===== src/rtl/ntps_mdio_master.sv =====
// AXI4-Lite controlled IEEE 802.3 Clause 22 MDIO master.
// Software launches one read or write frame at a time and polls STATUS for completion.
module ntps_mdio_master #(
  parameter int CLKDIV_RESET  = 24,
  parameter int PREAMBLE_BITS = 32
) (
  input  logic        axi_aclk,
  input  logic        reset,
  input  logic [4:0]  axi_awaddr,
  input  logic        axi_awvalid,
  output logic        axi_awready,
  input  logic [31:0] axi_wdata,
  input  logic [3:0]  axi_wstrb,
  input  logic        axi_wvalid,
  output logic        axi_wready,
  output logic [1:0]  axi_bresp,
  output logic        axi_bvalid,
  input  logic        axi_bready,
  input  logic [4:0]  axi_araddr,
  input  logic        axi_arvalid,
  output logic        axi_arready,
  output logic [31:0] axi_rdata,
  output logic [1:0]  axi_rresp,
  output logic        axi_rvalid,
  input  logic        axi_rready,
  output logic        phy_mdc,
  output logic        phy_mdio_o,
  output logic        phy_mdio_t,
  input  logic        phy_mdio_i
);

  typedef enum logic [2:0] {IDLE, PRE, HDR, TA, DATA} state_t;

  localparam logic [7:0] PRE_LAST = 8'(PREAMBLE_BITS - 1);

  state_t      state;
  logic [4:0]  regad;
  logic [4:0]  phyad;
  logic [15:0] wdata_reg;
  logic [15:0] rdata_reg;
  logic [7:0]  clkdiv;
  logic        done;
  logic        err;
  logic        op_rd;
  logic [7:0]  div_lat;
  logic [7:0]  div_cnt;
  logic [7:0]  bit_cnt;
  logic [31:0] tx_sr;
  logic [15:0] rx_sr;
  logic [31:0] rd_mux;
  logic        busy;
  logic        wr_fire;
  logic        rd_fire;
  logic        start_req;
  logic        unused_bits;

  assign busy      = (state != IDLE);
  assign wr_fire   = axi_awready && axi_awvalid && axi_wvalid;
  assign rd_fire   = axi_arready && axi_arvalid;
  assign start_req = wr_fire && (axi_awaddr[4:2] == 3'd0) && axi_wdata[0];
  assign axi_rresp = 2'b00;
  assign unused_bits = ^{axi_wstrb, axi_awaddr[1:0], axi_araddr[1:0], axi_wdata[31:16]};

  always_comb begin
    rd_mux = 32'h0;
    case (axi_araddr[4:2])
      3'd1:    rd_mux = {29'h0, err, done, busy};
      3'd2:    rd_mux = {19'h0, phyad, 3'h0, regad};
      3'd3:    rd_mux = {16'h0, wdata_reg};
      3'd4:    rd_mux = {16'h0, rdata_reg};
      3'd5:    rd_mux = {24'h0, clkdiv};
      default: rd_mux = 32'h0;
    endcase
  end

  // AXI-Lite handshakes and the software-visible configuration registers
  always_ff @(posedge axi_aclk or posedge reset) begin
    if (reset) begin
      axi_awready <= 1'b0;
      axi_wready  <= 1'b0;
      axi_bvalid  <= 1'b0;
      axi_bresp   <= 2'b00;
      axi_arready <= 1'b0;
      axi_rvalid  <= 1'b0;
      axi_rdata   <= 32'h0;
      regad       <= 5'h0;
      phyad       <= 5'h0;
      wdata_reg   <= 16'h0;
      clkdiv      <= 8'(CLKDIV_RESET);
    end else begin
      axi_awready <= axi_awvalid && axi_wvalid && !axi_bvalid && !axi_awready;
      axi_wready  <= axi_awvalid && axi_wvalid && !axi_bvalid && !axi_awready;
      if (wr_fire) begin
        axi_bvalid <= 1'b1;
        axi_bresp  <= (start_req && busy) ? 2'b10 : 2'b00;
        case (axi_awaddr[4:2])
          3'd2: begin
            phyad <= axi_wdata[12:8];
            regad <= axi_wdata[4:0];
          end
          3'd3:    wdata_reg <= axi_wdata[15:0];
          3'd5:    clkdiv    <= axi_wdata[7:0];
          default: ;
        endcase
      end else if (axi_bvalid && axi_bready) begin
        axi_bvalid <= 1'b0;
      end

      axi_arready <= axi_arvalid && !axi_rvalid && !axi_arready;
      if (rd_fire) begin
        axi_rvalid <= 1'b1;
        axi_rdata  <= rd_mux;
      end else if (axi_rvalid && axi_rready) begin
        axi_rvalid <= 1'b0;
      end
    end
  end

  // Frame sequencer: MDIO changes on the MDC falling step, input sampled on the rising step
  always_ff @(posedge axi_aclk or posedge reset) begin
    if (reset) begin
      state      <= IDLE;
      phy_mdc    <= 1'b0;
      phy_mdio_o <= 1'b1;
      phy_mdio_t <= 1'b1;
      done       <= 1'b0;
      err        <= 1'b0;
      op_rd      <= 1'b0;
      rdata_reg  <= 16'h0;
      div_lat    <= 8'h0;
      div_cnt    <= 8'h0;
      bit_cnt    <= 8'h0;
      tx_sr      <= 32'h0;
      rx_sr      <= 16'h0;
    end else begin
      if (start_req && busy) err <= 1'b1;
      if (start_req && !busy) begin
        done       <= 1'b0;
        err        <= 1'b0;
        op_rd      <= axi_wdata[1];
        div_lat    <= clkdiv;
        div_cnt    <= 8'h0;
        bit_cnt    <= 8'h0;
        tx_sr      <= {2'b01, axi_wdata[1] ? 2'b10 : 2'b01, phyad, regad, 2'b10,
                       axi_wdata[1] ? 16'h0 : wdata_reg};
        phy_mdc    <= 1'b0;
        phy_mdio_t <= 1'b0;
        if (PREAMBLE_BITS == 0) begin
          state      <= HDR;
          phy_mdio_o <= 1'b0;
        end else begin
          state      <= PRE;
          phy_mdio_o <= 1'b1;
        end
      end else if (busy) begin
        if (div_cnt == div_lat) begin
          div_cnt <= 8'h0;
          phy_mdc <= ~phy_mdc;
          if (!phy_mdc) begin
            if (state == DATA) rx_sr <= {rx_sr[14:0], phy_mdio_i};
          end else begin
            case (state)
              PRE: begin
                if (bit_cnt == PRE_LAST) begin
                  state      <= HDR;
                  bit_cnt    <= 8'h0;
                  phy_mdio_o <= tx_sr[31];
                end else begin
                  bit_cnt <= bit_cnt + 8'd1;
                end
              end
              HDR: begin
                tx_sr      <= {tx_sr[30:0], 1'b0};
                phy_mdio_o <= tx_sr[30];
                if (bit_cnt == 8'd13) begin
                  state      <= TA;
                  bit_cnt    <= 8'h0;
                  phy_mdio_t <= op_rd;
                end else begin
                  bit_cnt <= bit_cnt + 8'd1;
                end
              end
              TA: begin
                tx_sr      <= {tx_sr[30:0], 1'b0};
                phy_mdio_o <= tx_sr[30];
                if (bit_cnt == 8'd1) begin
                  state   <= DATA;
                  bit_cnt <= 8'h0;
                end else begin
                  bit_cnt <= bit_cnt + 8'd1;
                end
              end
              DATA: begin
                if (bit_cnt == 8'd15) begin
                  state      <= IDLE;
                  done       <= 1'b1;
                  phy_mdio_t <= 1'b1;
                  phy_mdio_o <= 1'b1;
                  if (op_rd) rdata_reg <= rx_sr;
                end else begin
                  tx_sr      <= {tx_sr[30:0], 1'b0};
                  phy_mdio_o <= tx_sr[30];
                  bit_cnt    <= bit_cnt + 8'd1;
                end
              end
              default: state <= IDLE;
            endcase
          end
        end else begin
          div_cnt <= div_cnt + 8'd1;
        end
      end
    end
  end

endmodule


===== config.mk =====
export PLATFORM = sky130hd
export DESIGN_NAME = ntps_mdio_master
export DESIGN_NICKNAME = d
export VERILOG_FILES = /design/src/rtl/ntps_mdio_master.sv
export SDC_FILE = /design/constraint.sdc
export NUM_CORES = 1
export LEC_CHECK = 0
export ABC_CLOCK_PERIOD_IN_PS = 8100
export BUFFER_PORTS_ARGS = -buffer_cell sky130_fd_sc_hd__buf_2
export CORE_AREA = 2 2 129 131
export CTS_CLUSTER_SIZE = 14
export DETAILED_ROUTE_END_ITERATION = 6
export DIE_AREA = 0 0 131 133
export PLACE_DENSITY = 0.63
export SYNTH_ARGS = -nofsm -noshare
export SYNTH_HDL_FRONTEND = slang
export SYNTH_SLANG_ARGS = --single-unit

===== constraint.sdc =====
create_clock -name axi_aclk -period 8.1 [get_ports axi_aclk]
set_clock_uncertainty 0.05 [all_clocks]
set_input_delay 0.81 -clock axi_aclk [delete_from_list [all_inputs] [get_ports axi_aclk]]
set_output_delay 0.81 -clock axi_aclk [all_outputs]
set_load 0.01 [all_outputs]

==> out/qor.txt <==
final core occ -> 50.2%
CP Capture Type -> register
H-Tree Level Count -> 4
Hold Path Origin -> axi_rvalid$_DFFE_PP0P_
Final Setup Violations -> 0
TritonCTS clock tree -> built
dpl cells -> 872
Tightest Hold Check Type -> register to register
FF+latch count, synth -> 152
fin crit share -> 39.3%
busiest grt layer -> met2
Peak Freq -> 314 MHz
largest net degree at the start of global routing -> 81
RSZ-0062 raised after global routing -> false
Ys Warns -> 0
remaining antenna violation count -> 0
CP most frequent cell -> nor3_4
M2 GR Usage -> 30.8%
Slowest Stage Delay on Critical Path -> 0.68 ns
post-route minimum period -> 3.18 ns
PD cells -> 248 nW/µm²
Hold Buf Count CTS -> 0
Worst Setup Path Type -> register to register
Largest Register -> tx_sr
outcome -> complete, no violations
Die X -> 131 µm
Max VDD drop -> 144 µV
post-synth top area cell -> dfrtp_1
cell area after layout -> 8120 µm²
Row Count -> 47
Critical path origin -> state[2]$_DFFE_PP0P_
clk_lat worst skew -> 0.42 ns
number of inserted diodes -> 0
final RePlAce weighted congestion -> 0.844
Via density -> 5.63
WL final -> 16100 µm
Residual DRC -> 0
global-route wire length before repair -> 26900 µm
Final Slew Violations -> 0
Synth top area share -> 52.1%
EDFF count, synth -> 0
WP buf/inv -> 0
crit start category -> register
Yosys cell types -> 62
Max Cap Violations -> 0
Synth area leaders -> dfrtp_1, mux2_2, nand2_1, a22oi_1, a221o_1
Initial Util -> 44.0%
Fin. Hold Viols -> 0
post-CTS resize count -> 0
DR pass1 iterations -> 5
max FFs per register -> 32
die area -> 17400 µm²
cell area after synthesis -> 7110 µm²
Slew headroom -> 26.8%
Congestion Overflow GR -> 0
Crit-path slowest cell -> nor3_4
M3 GR Usage -> 3.44%
M1 GR Usage -> 27.8%
Least-Margin Pin Slew -> 1.10 ns
NumNets Final -> 728
post-DP HPWL -> 11000 µm
Area Overhead vs Synth -> 14.2%
crit path max fanout -> 17
Top FF cell, synth -> dfrtp_1
crit path cell chain -> or3b_1 -> nor3_4 -> nand2_1 -> nor3_4 -> mux2_2
LEAKAGE -> 3.88 nW
Routed wire per std cell -> 17.8 µm
register area -> 3810 µm²
vias in the first global route -> 5171
Post-CTS Setup Bufs -> 0
count leader, synth -> dfrtp_1
Non-Filler Instances -> 904
footprint of the multi-input gates -> 3040 µm²
All-Layer GR Usage -> 19.8%
Synth async-reset ratio -> 100%
placed cell areas -> 7500 µm²
CTS Sinks -> 152
initial antenna violation count -> 0
Synth Instances -> 626
DR iter-0 viols -> 358
Commonest cells post-synth -> dfrtp_1, mux2_2, nand2_1
final setup TNS -> 0 ns
Syn Area/Cell -> 11.4 µm²
Port Buffers -> 54
ratio of cells with drive above 1 in the final layout -> 23.8%
worst path required time -> 8.35 ns
Chip Height -> 133 µm
clk slew on worst S/H paths -> 0.06 ns
register area share after synthesis -> 53.6%
CTS buffer count -> 17
root buf cell -> clkbuf_16
r2r setup slk -> 4.92 ns
critical path arrival -> 3.43 ns
FILL cells -> 1475
clk buf depth -> 2
FF-to-FF Start -> state[2]$_DFFE_PP0P_
total core area -> 16200 µm²
CP top delay family -> simple AND/OR/NAND/NOR gates
via count -> 5093
I/O pin count -> 98
==> cell families (layout without fill, tap and decap cells) <==
| family | Yosys count | after routing | synth area share, % |
|---|---|---|---|
| other | 1 | 19 | 0.0527 |
| muxes | 72 | 72 | 11.3 |
| adders and majority gates | 3 | 3 | 0.528 |
| DFF | 152 | 152 | 53.6 |
| buffers and inverters | 64 | 104 | 4.68 |
| xor gates and xnor gates | 12 | 12 | 1.48 |
| AOI/OAI and AO/OA | 145 | 145 | 15.0 |
| and+or+nand+nor | 177 | 177 | 13.4 |
==> layout by cell type (no fill, tap or decap), drive strengths merged, types with 4 or more instances in the layout <==
cell type,count
a22o,8
a21oi,15
a211oi,7
nand2b,4
clkbuf,24
a221o,16
or3,4
xor2,4
a221oi,4
mux2i,4
dfrtp,148
inv,10
o2bb2ai,11
conb,19
a21o,4
o21ai,31
a22oi,25
nor2,25
nand2,57
dfstp,4
nor2b,6
nand4,9
mux2,68
and2,17
bufinv,4
buf,63
xnor2,8
nor4,5
nor3,16
and3,4
o31ai,4
nand3,10
==> through the flow <==
step / hold slack [ns] / worst slack (ns) / total power, W
2_1_floorplan: 0.404 / 3.15 / 0.00111
3_3_place_gp: 0.384 / 4.82 / 0.00118
3_5_place_dp: 0.397 / 4.73 / 0.00119
4_1_cts: 0.406 / 4.94 / 0.00202
5_1_grt: 0.427 / 4.70 / 0.00211
6_report: 0.401 / 4.92 / 0.00201
==> worst paths after layout <==
check / to / depth (start not counted)
worst max-delay path: rdata_reg[13]$_DFFE_PP0P_ / 5
worst min-delay path: axi_arready$_DFF_PP0_ / 1
worst max register to register: rdata_reg[13]$_DFFE_PP0P_ / 5
worst min register to register: axi_arready$_DFF_PP0_ / 1
max in group asynchronous: rdata_reg[1]$_DFFE_PP0P_ / 3
min in group asynchronous: div_cnt[1]$_DFFE_PP0P_ / 2
==> routing by layer <==
metal	wire length [µm]	part of all wire [%]
met4	325	2.0
met5	0	0
met1	7520	47
met3	492	3.1
met2	7800	48
==> area by class of cell <==
type                       count  area share (%)
timing repair buffer          63            4.16
tap                          220            3.39
clock inverter                 8            1.80
clock buffer                  24            5.81
multi-input combinational    428            37.4
sequential                   152            46.9
inverter                       9           0.478
==> power breakdown <==
group	total (W)	internal, W	switching, W
combinational	0.000287	0.000109	0.000178
sequential	0.000892	0.000818	0.0000736
clock	0.000832	0.000532	0.000300
No activity file was read; power rests on OpenSTA's default activity.
